`config.mk`:
```
export PLATFORM = sky130hd
export DESIGN_NAME = rtc_access_sequencer_flat
export DESIGN_NICKNAME = d
export VERILOG_FILES = /design/src/rtl/rtc_pkg.sv /design/src/rtl/rtc_access_sequencer_if.sv /design/src/rtl/rtc_ad_bus_mux.sv /design/src/rtl/rtc_access_sequencer.sv /design/src/flat_wrapper.sv
export SDC_FILE = /design/constraint.sdc
export NUM_CORES = 1
export LEC_CHECK = 0
export CORE_UTILIZATION = 39
export CTS_CLUSTER_DIAMETER = 60
export DETAILED_ROUTE_END_ITERATION = 10
export PLACE_DENSITY = 0.69
export SYNTH_ARGS = -nofsm -noshare
export SYNTH_HDL_FRONTEND = slang
export SYNTH_SLANG_ARGS = --single-unit
```
`constraint.sdc`:
```
create_clock -name clk -period 2.1 [get_ports clk]
set_input_delay 0.525 -clock clk [delete_from_list [all_inputs] [get_ports clk]]
set_output_delay 0.525 -clock clk [all_outputs]
set_load 0.005 [all_outputs]
```
`src/rtl/rtc_pkg.sv`:
```
// Shared definitions for the RTC access path: sequencer state encoding,
// default widths and register addresses used by the time-keeping logic.
package rtc_pkg;
  localparam int RTC_ADDR_W = 8;
  localparam int RTC_CNT_W  = 4;

  typedef enum logic [2:0] {
    ST_IDLE,
    ST_ISSUE,
    ST_ACTIVE,
    ST_NEXT,
    ST_DONE
  } state_e;

  localparam logic [7:0] RTC_REG_SEC   = 8'h00;
  localparam logic [7:0] RTC_REG_MIN   = 8'h02;
  localparam logic [7:0] RTC_REG_HOUR  = 8'h04;
  localparam logic [7:0] RTC_REG_DAY   = 8'h07;
  localparam logic [7:0] RTC_REG_MONTH = 8'h08;
  localparam logic [7:0] RTC_REG_YEAR  = 8'h09;
  localparam logic [7:0] RTC_REG_A     = 8'h0A;
  localparam logic [7:0] RTC_REG_B     = 8'h0B;
  localparam logic [7:0] RTC_REG_C     = 8'h0C;
endpackage

```
`src/rtl/rtc_access_sequencer_if.sv`:
```
// FSM_W_R handshake plus multiplexed A/D pad bus between sequencer (master)
// and the bus-cycle FSM / pad ring (slave).
interface rtc_access_sequencer_if #(
  parameter int ADDR_W = rtc_pkg::RTC_ADDR_W
);
  logic              fsm_do_it;
  logic              fsm_w_r;
  logic              fsm_cs;
  logic              fsm_send_add;
  logic              fsm_send_data;
  logic              fsm_read_data;
  logic [ADDR_W-1:0] ad_in;
  logic [ADDR_W-1:0] ad_out;
  logic              ad_oe;

  modport master (
    output fsm_do_it, fsm_w_r, ad_out, ad_oe,
    input  fsm_cs, fsm_send_add, fsm_send_data, fsm_read_data, ad_in
  );

  modport slave (
    input  fsm_do_it, fsm_w_r, ad_out, ad_oe,
    output fsm_cs, fsm_send_add, fsm_send_data, fsm_read_data, ad_in
  );
endinterface

```
`src/rtl/rtc_ad_bus_mux.sv`:
```
// A/D pad mux (address has priority over data) and single-shot read-byte
// capture on the first cycle of read_data within a transaction.
module rtc_ad_bus_mux
  import rtc_pkg::*;
#(
  parameter int ADDR_W = RTC_ADDR_W
) (
  input  logic              clk,
  input  logic              reset,
  input  logic [ADDR_W-1:0] cur_addr,
  input  logic [ADDR_W-1:0] wbyte,
  input  logic              wr_mode,
  input  logic              send_add,
  input  logic              send_data,
  input  logic              read_data,
  input  logic              cs,
  input  logic              cap_en,
  input  logic [ADDR_W-1:0] ad_in,
  output logic [ADDR_W-1:0] ad_out,
  output logic              ad_oe,
  output logic [ADDR_W-1:0] rdata,
  output logic              rdata_valid
);
  logic              rd_prev_q, rd_prev_d;
  logic              taken_q, taken_d;
  logic [ADDR_W-1:0] rdata_q, rdata_d;
  logic              rvld_q, rvld_d;
  logic              cap;

  always_comb begin
    ad_out    = send_add ? cur_addr : wbyte;
    ad_oe     = send_add | (send_data & wr_mode);
    cap       = cap_en & read_data & ~rd_prev_q & ~taken_q;
    rd_prev_d = read_data;
    // cs high marks the gap between transactions and re-arms the capture
    taken_d   = cs ? 1'b0 : (taken_q | cap);
    rdata_d   = cap ? ad_in : rdata_q;
    rvld_d    = cap;
  end

  always_ff @(posedge clk) begin
    if (reset) begin
      rd_prev_q <= 1'b0;
      taken_q   <= 1'b0;
      rdata_q   <= '0;
      rvld_q    <= 1'b0;
    end else begin
      rd_prev_q <= rd_prev_d;
      taken_q   <= taken_d;
      rdata_q   <= rdata_d;
      rvld_q    <= rvld_d;
    end
  end

  assign rdata       = rdata_q;
  assign rdata_valid = rvld_q;
endmodule

```
`src/rtl/rtc_access_sequencer.sv`:
```
// Splits a register burst into single FSM_W_R bus cycles, one register each.
// Optional per-phase watchdog: define RTC_ACCESS_TIMEOUT_EN.
module rtc_access_sequencer
  import rtc_pkg::*;
#(
  parameter int ADDR_W      = RTC_ADDR_W,
  parameter int CNT_W       = RTC_CNT_W,
  parameter int TIMEOUT_CYC = 255
) (
  input  logic              clk,
  input  logic              reset,
  input  logic              start,
  input  logic              wr_mode,
  input  logic [ADDR_W-1:0] base_addr,
  input  logic [CNT_W-1:0]  count,
  input  logic [ADDR_W-1:0] wdata,
  output logic [CNT_W-1:0]  wdata_idx,
  output logic [ADDR_W-1:0] rdata,
  output logic              rdata_valid,
  output logic              busy,
  output logic              done,
  output logic              err,
  rtc_access_sequencer_if.master bus
);
  state_e            state_q, state_d;
  logic [ADDR_W-1:0] addr_q, addr_d, wbyte_q, wbyte_d;
  logic [CNT_W-1:0]  cnt_q, cnt_d, idx_q, idx_d;
  logic              wr_mode_q, wr_mode_d, do_it_q, do_it_d, w_r_q, w_r_d;
  logic              busy_q, busy_d, done_q, done_d;
  logic              cap_en;

`ifdef RTC_ACCESS_TIMEOUT_EN
  localparam int WD_W = $clog2(TIMEOUT_CYC + 1);
  logic [WD_W-1:0] wd_q, wd_d;
  logic            err_q, err_d;
  logic            waiting, timeout;
  assign waiting = (state_q == ST_ISSUE) || (state_q == ST_ACTIVE);
  assign timeout = waiting && (wd_q == WD_W'(TIMEOUT_CYC - 1));
  assign err     = err_q;
`else
  // no watchdog: err can never assert
  assign err = (TIMEOUT_CYC < 0);
`endif

  always_comb begin
    state_d   = state_q;
    addr_d    = addr_q;
    wbyte_d   = wbyte_q;
    cnt_d     = cnt_q;
    idx_d     = idx_q;
    wr_mode_d = wr_mode_q;
    do_it_d   = do_it_q;
    w_r_d     = w_r_q;
    busy_d    = busy_q;
    done_d    = 1'b0;
`ifdef RTC_ACCESS_TIMEOUT_EN
    err_d     = err_q;
`endif
    unique case (state_q)
      // done_q blocks a start landing on the done pulse cycle
      ST_IDLE: if (start && !done_q) begin
        wr_mode_d = wr_mode;
        w_r_d     = wr_mode;
        addr_d    = base_addr;
        cnt_d     = count;
        idx_d     = '0;
        busy_d    = 1'b1;
`ifdef RTC_ACCESS_TIMEOUT_EN
        err_d     = 1'b0;
`endif
        if (count == '0) state_d = ST_DONE;
        else begin
          state_d = ST_ISSUE;
          do_it_d = 1'b1;
        end
      end
      ST_ISSUE: begin
        if (wr_mode_q) wbyte_d = wdata;
        // drop do_it on acceptance so FSM_W_R cannot chain a second cycle
        if (!bus.fsm_cs) begin
          state_d = ST_ACTIVE;
          do_it_d = 1'b0;
        end
      end
      ST_ACTIVE: if (bus.fsm_cs) state_d = ST_NEXT;
      ST_NEXT: begin
        addr_d = addr_q + ADDR_W'(1);
        idx_d  = idx_q + CNT_W'(1);
        if (idx_q + CNT_W'(1) == cnt_q) state_d = ST_DONE;
        else begin
          state_d = ST_ISSUE;
          do_it_d = 1'b1;
        end
      end
      ST_DONE: begin
        done_d  = 1'b1;
        busy_d  = 1'b0;
        w_r_d   = 1'b0;
        state_d = ST_IDLE;
      end
      default: state_d = ST_IDLE;
    endcase
`ifdef RTC_ACCESS_TIMEOUT_EN
    if (timeout) begin
      state_d = ST_DONE;
      do_it_d = 1'b0;
      err_d   = 1'b1;
    end
    wd_d = (state_d != state_q) ? '0 : (waiting ? wd_q + WD_W'(1) : wd_q);
`endif
  end

  always_ff @(posedge clk) begin
    if (reset) begin
      state_q   <= ST_IDLE;
      addr_q    <= '0;
      wbyte_q   <= '0;
      cnt_q     <= '0;
      idx_q     <= '0;
      wr_mode_q <= 1'b0;
      do_it_q   <= 1'b0;
      w_r_q     <= 1'b0;
      busy_q    <= 1'b0;
      done_q    <= 1'b0;
    end else begin
      state_q   <= state_d;
      addr_q    <= addr_d;
      wbyte_q   <= wbyte_d;
      cnt_q     <= cnt_d;
      idx_q     <= idx_d;
      wr_mode_q <= wr_mode_d;
      do_it_q   <= do_it_d;
      w_r_q     <= w_r_d;
      busy_q    <= busy_d;
      done_q    <= done_d;
    end
  end

`ifdef RTC_ACCESS_TIMEOUT_EN
  always_ff @(posedge clk) begin
    if (reset) begin
      wd_q  <= '0;
      err_q <= 1'b0;
    end else begin
      wd_q  <= wd_d;
      err_q <= err_d;
    end
  end
`endif

  assign cap_en        = (state_q == ST_ACTIVE) && !wr_mode_q;
  assign bus.fsm_do_it = do_it_q;
  assign bus.fsm_w_r   = w_r_q;
  assign wdata_idx     = idx_q;
  assign busy          = busy_q;
  assign done          = done_q;

  rtc_ad_bus_mux #(.ADDR_W(ADDR_W)) u_ad_mux (
    .clk         (clk),
    .reset       (reset),
    .cur_addr    (addr_q),
    .wbyte       (wbyte_q),
    .wr_mode     (wr_mode_q),
    .send_add    (bus.fsm_send_add),
    .send_data   (bus.fsm_send_data),
    .read_data   (bus.fsm_read_data),
    .cs          (bus.fsm_cs),
    .cap_en      (cap_en),
    .ad_in       (bus.ad_in),
    .ad_out      (bus.ad_out),
    .ad_oe       (bus.ad_oe),
    .rdata       (rdata),
    .rdata_valid (rdata_valid)
  );
endmodule

```
`src/flat_wrapper.sv`:
```
// flat-port wrapper written by rule: the top's interface ports become plain ports
module rtc_access_sequencer_flat import rtc_pkg::*;
#(
  parameter int ADDR_W      = RTC_ADDR_W,
  parameter int CNT_W       = RTC_CNT_W,
  parameter int TIMEOUT_CYC = 255
)
  (clk, reset, start, wr_mode, base_addr, count, wdata, wdata_idx, rdata, rdata_valid, busy, done, err, bus_fsm_do_it, bus_fsm_w_r, bus_ad_out, bus_ad_oe, bus_fsm_cs, bus_fsm_send_add, bus_fsm_send_data, bus_fsm_read_data, bus_ad_in);
  rtc_access_sequencer_if #(.ADDR_W(ADDR_W)) bus_i ();
  input  logic clk;
  input  logic reset;
  input  logic start;
  input  logic wr_mode;
  input  logic [ADDR_W-1:0] base_addr;
  input  logic [CNT_W-1:0] count;
  input  logic [ADDR_W-1:0] wdata;
  output logic [CNT_W-1:0] wdata_idx;
  output logic [ADDR_W-1:0] rdata;
  output logic rdata_valid;
  output logic busy;
  output logic done;
  output logic err;
  output wire logic [$bits(bus_i.fsm_do_it)-1:0] bus_fsm_do_it;
  output wire logic [$bits(bus_i.fsm_w_r)-1:0] bus_fsm_w_r;
  output wire logic [$bits(bus_i.ad_out)-1:0] bus_ad_out;
  output wire logic [$bits(bus_i.ad_oe)-1:0] bus_ad_oe;
  input wire logic [$bits(bus_i.fsm_cs)-1:0] bus_fsm_cs;
  input wire logic [$bits(bus_i.fsm_send_add)-1:0] bus_fsm_send_add;
  input wire logic [$bits(bus_i.fsm_send_data)-1:0] bus_fsm_send_data;
  input wire logic [$bits(bus_i.fsm_read_data)-1:0] bus_fsm_read_data;
  input wire logic [$bits(bus_i.ad_in)-1:0] bus_ad_in;
  assign bus_fsm_do_it = bus_i.fsm_do_it;
  assign bus_fsm_w_r = bus_i.fsm_w_r;
  assign bus_ad_out = bus_i.ad_out;
  assign bus_ad_oe = bus_i.ad_oe;
  assign bus_i.fsm_cs = bus_fsm_cs;
  assign bus_i.fsm_send_add = bus_fsm_send_add;
  assign bus_i.fsm_send_data = bus_fsm_send_data;
  assign bus_i.fsm_read_data = bus_fsm_read_data;
  assign bus_i.ad_in = bus_ad_in;
  rtc_access_sequencer #(.ADDR_W(ADDR_W), .CNT_W(CNT_W), .TIMEOUT_CYC(TIMEOUT_CYC)) u_core (.clk(clk), .reset(reset), .start(start), .wr_mode(wr_mode), .base_addr(base_addr), .count(count), .wdata(wdata), .wdata_idx(wdata_idx), .rdata(rdata), .rdata_valid(rdata_valid), .busy(busy), .done(done), .err(err), .bus(bus_i));
endmodule
```
# == Word-level counts from Yosys, hierarchy flattened ==
# Index checks and enable logic that the tools add are counted.
# word_totals
register_bits,43
output_inout_bits,27
word_cells,71
# op_classes
add_sub_neg,2
eq_ne,10
n_mux,21
bitwise_logic,8
n_reduce_logical,16
# op_table
op,count
$mux W8,2
$pmux W8 S2,1
$mux W3,5
$pmux W3 S4,1
$add A8 B1 Y8 const B,1
$ne A2 B2 Y1 const B,4
$pmux W4 S2,1
$reduce_and A2 Y1,4
$mux W1,7
$eq A3 B2 Y1 const B,2
$reduce_and A5 Y1,1
$add A4 B1 Y4 const B,1
$and A1 B1 Y1,4
$eq A4 B4 Y1,1
$logic_not A4 Y1,1
$mux W4,1
$pmux W1 S2,2
$reduce_bool A2 Y1,2
$eq A3 B1 Y1 const B,1
$eq A3 B3 Y1 const B,1
$logic_not A3 Y1,1
$pmux W1 S3,1
$reduce_and A3 Y1,1
$reduce_bool A3 Y1,1
6 further kinds,10

# == Longest topological paths before layout ==
# depth
word_depth,6
mapped_depth,6

# == Hierarchy ==
# From an unflattened synthesis, not the netlist that was laid out.
# hier_totals
hier_cells,236
area_unflattened_um2,2109.5
# by_module_without_submodules
mod,n_inst,cells_each,area_each_um2
rtc_access_sequencer,1,182,1544.0
rtc_ad_bus_mux,1,54,565.5

# == Least setup slack after synthesis ==
# Ideal clock, no wire load.
# synth_path
kind,input to register
start,in bus_fsm_read_data
end,"reg u_core.u_ad_mux.rdata_q[0], in the netlist u_core.u_ad_mux.rdata[0]"
setup_ns,0.128
t_arrival_ns,1.612
required_ns,1.972
setup_slack_ns,0.360
path_stages,4
path_buffers,0
path_cell_list,or4b_4 -> nor3_4 -> mux2i_1 -> nor2_1
# synth_between
elab_chain_cells,3
# synth_lines
element,line_no,rtl
"start, declared",flat_wrapper.sv:30,input wire logic [$bits(bus_i.fsm_read_data)-1:0] bus_fsm_read_data;
$and A1 B1 Y1 (3 in series),rtc_ad_bus_mux.sv:33,cap = cap_en & read_data & ~rd_prev_q & ~taken_q;
"end signal, assigned",rtc_ad_bus_mux.sv:50,rdata_q <= rdata_d;
"end, declared",rtc_ad_bus_mux.sv:26,"logic [ADDR_W-1:0] rdata_q, rdata_d;"
# No other way between the ends.
# A chain may end at the register's enable or synchronous reset.

# == Final worst setup path ==
# layout_path
start,in bus_fsm_send_add
end,out bus_ad_out[7]
# layout_between
elab_chain_cells,1
# layout_lines
element,line_no,rtl
"start, declared",flat_wrapper.sv:28,input wire logic [$bits(bus_i.fsm_send_add)-1:0] bus_fsm_send_add;
$mux W8,rtc_ad_bus_mux.sv:31,ad_out = send_add ? cur_addr : wbyte;
"end, declared",flat_wrapper.sv:25,output wire logic [$bits(bus_i.ad_out)-1:0] bus_ad_out;
# No other way between the ends.

==> results.toml <==
[worst_hold_path]
hold_path_class = "reg -> reg"
holdPathStages = 2

[synthesis]
synth_largest_area_cell = "dfxtp_1"
synth_area_um2 = 2011
ys_warn_count = 0
yosysSeqAreaShare_pct = 42.81
synth_cell_types = 42
synthMuxAreaShare_pct = 12.94
synth.area.top_cells = "dfxtp_1 (43%), mux2i_1 (8.5%), nor2_1 (5.8%), a21oi_1 (5.2%), nand2_1 (4.7%)"
synth-compound-area-share_pct = 13.69
ys_async_sr_fraction_pct = 0
ys_ff_latch = 43
syn_avg_cell_area_um2 = 8.780
synthXorXnorAreaFrac_pct = 2.862
yosys.area_share.simple_pct = 22.84
synthFlopType = "dfxtp_1"
synthAdderAreaFrac_pct = 1.245
synth_edf_count = 0
synthCells = 229
synth_top_area_share_pct = 42.81
synth_top_family_by_area = "simple AND/OR/NAND/NOR gates"
syn-num-nets = 267

[route]
remaining_drc_errors = 0
vias = 1872
drtIter0Drc = 100
vias_per_cell = 5.073
routed_wl_um = 4978
drtAntennaViolNets = 0
wl_per_cell_um = 13.49
drt-pass1-iter-count = 4

[timing]
fin_ws_ps = 50.38
finalHoldViolCount = 0
rsz0062_at_grt = "true"
setup_violations = 0
slew_viol_final = 0
skew_ps = 5.145
fin_crit_ps = 2050
fmax_mhz = 487.9
fin_crit_sh_pct = 97.60

[die]
die_w_um = 73.80
rows = 25
die_height_um = 73.80
die-area_um2 = 5446
core_um2 = 4848
initial_core_util_pct = 41.47
io_pins = 63

[cts]
cts_buffer_depth = 2
cts_buffers = 5
cts_root_buf = "clkbuf_8"
clk_latency_ps = 290
cts.sinks = 43
cts_tree = "built"
clk_pin_slew_worst_paths_ps = 80
h-tree-depth = 2

[grt]
met3_usage_pct = 4.252
grt_max_degree = 33
grt_pass1_wl_um = 8148
overflow = 0
grt_util_met1_pct = 24.81
antenna_found_initial = 0
grt_use_met2_pct = 32.01
top_usage_layer = "met2"
grt_pass1_vias = 1836
grtUsageTotal_pct = 19.84

[pwr]
seq_power_share_pct = 51.0
power_mw = 1.756
p_switching_mw = 0.4538
intPower_mw = 1.302
p_leak_nw = 1.131
p_per_area_nw_per_um2 = 599.4
ir_worst_vdd_v = 0.0004861
p_comb_share_pct = 20.3
clockPowerShare_pct = 28.8
p_sw_share_pct = 25.85

[run]
maxCapViolations = 0

[cells_and_area]
final_cell_mix = "clkdlybuf4s50_1 (51), dfxtp_1 (43), nor2_1 (31), nand2_1 (24), a21oi_1 (21)"
drive_gt1_share_pct = 13.91
final_area_um2 = 2929
n_antenna_cell = 0
stdcell_count = 369
nets = 339
area_delta_synth_final_pct = 45.68
mostFrequentLayoutCell = "clkdlybuf4s50_1"

[worst_setup_path]
cp_max_fo = 4
worstPathCellList = "buf_2, bufbuf_16, mux2_2, dlygate4sd2_1"
critPathBufInv = 3
critical-path-slowest-cell = "mux2_2"
critPathCaptureType = "output pin"
worstSetupStartpointType = "input pin"
crit_required_ps = 1570
critPathMaxStageDelay_ps = 330
cp_top_family = "buffers and inverters"
cp_num_cells = 4
criticalPathCategory = "in -> out"
arrival_ps = 1520
r2r_cells = 5

[placed_design]
dp_slack_ps = -392.5
place_inst = 359
place.gp.congestion = 0.8343
dp_hpwl_um = 3500
io_buffers = 61
dpl-instance-area_um2 = 2811

[run_status]
outcome = "completed"
-- power by group through the flow --
stage          Clock (mW)  Combinational [mW]  Sequential, mW
3_5_place_dp            0               0.346           0.913
4_1_cts             0.521               0.350           0.894
2_1_floorplan           0               0.169           0.899
6_report            0.505               0.356           0.895
5_1_grt             0.558               0.389           0.901
3_3_place_gp            0               0.342           0.913
-- per-layer routing --
| layer | share of wire [%] | up-vias | wire length, um |
|---|---|---|---|
| li1 | - | 946 | - |
| met1 | 46 | 856 | 2297 |
| met2 | 47 | 55 | 2342 |
| met3 | 3.9 | 15 | 195 |
| met4 | 2.9 | 0 | 144 |
| met5 | 0 | - | 0 |
-- layout make-up --
| cell class | instances | area (um^2) |
|---|---|---|
| clock buffer | 7 | 76.32 |
| clock inverter | 1 | 5.005 |
| fill | 453 | 1919 |
| inverter | 1 | 3.754 |
| multi-input combinational | 170 | 1096 |
| sequential | 43 | 860.8 |
| tap | 67 | 83.83 |
| timing repair buffer | 80 | 803.3 |
-- state kept, by name, indices dropped and copies added, names as in the netlist --
signal	count
u_core.state_q	3
u_core.done	1
u_core.u_ad_mux.rdata_valid	1
u_core.addr_q	8
u_core.bus.fsm_do_it	1
u_core.wr_mode_q	1
u_core.u_ad_mux.taken_q	1
u_core.wdata_idx	4
u_core.cnt_q	4
u_core.bus.fsm_w_r	1
u_core.wbyte_q	8
u_core.u_ad_mux.rdata	8
u_core.busy	1
u_core.u_ad_mux.rd_prev_q	1
-- worst paths after layout --
check | start | endpoint | slack (ps)
worst max register to register | u_core.state_q[1]$_SDFFE_PP0P_ | u_core.addr_q[3]$_SDFFE_PP0P_ | 300
worst min register to register | u_core.cnt_q[2]$_SDFFE_PP0P_ | u_core.cnt_q[2]$_SDFFE_PP0P_ | 470
worst max-delay path | bus_fsm_send_add | bus_ad_out[7] | 50
worst min-delay path | u_core.cnt_q[2]$_SDFFE_PP0P_ | u_core.cnt_q[2]$_SDFFE_PP0P_ | 470
-- cell usage after synthesis, types with 2 or more instances --
| cell | n |
|---|---|
| nand2_1 | 25 |
| buf_4 | 2 |
| ha_1 | 2 |
| nor4_1 | 6 |
| or3_1 | 4 |
| nand3_1 | 4 |
| a21oi_1 | 21 |
| a211oi_1 | 4 |
| nor2_1 | 31 |
| and2_1 | 2 |
| mux2_2 | 8 |
| nand3b_1 | 4 |
| dfxtp_1 | 43 |
| o21a_1 | 2 |
| clkbuf_1 | 12 |
| mux2i_1 | 17 |
| xnor2_1 | 2 |
| o21ai_0 | 10 |
| xor2_1 | 2 |
| a31oi_1 | 2 |
| nor3b_1 | 2 |
| or4b_4 | 2 |
| nor3_1 | 3 |
-- cells by family (layout without fill, tap and decap cells) --
family / Yosys count / in the layout
mux: 25 / 25
xor+xnor: 5 / 5
buf+inv: 16 / 89
fa+ha+maj: 2 / 2
simple gates: 91 / 91
flops: 43 / 43
compound gates: 46 / 46
other cells: 1 / 1
-- through the flow --
stage                     hold WS [ps]  TNS [ps]  util [%]
after detailed placement         456.3     -6018     57.99
after global routing             491.8    -5.971     60.41
final                            465.2         0     60.41
after global placement           451.7     -5581     57.99
after CTS                        467.9         0     60.00
after floorplan                  436.8         0         -
-- tightest hold or removal path: stages (launching register included) --
cell,delay [ps]
dfxtp_1,320
nand2_1,50
a21oi_1,50
-- what timing repair did --
action,4_1_cts,5_1_grt
setup buffers,0,1
hold buffers,0,0
resized for setup,13,3
gates cloned,1,0
pin swaps,0,1
setup endpoints to repair,9,2
No activity file was read; power rests on OpenSTA's default activity.
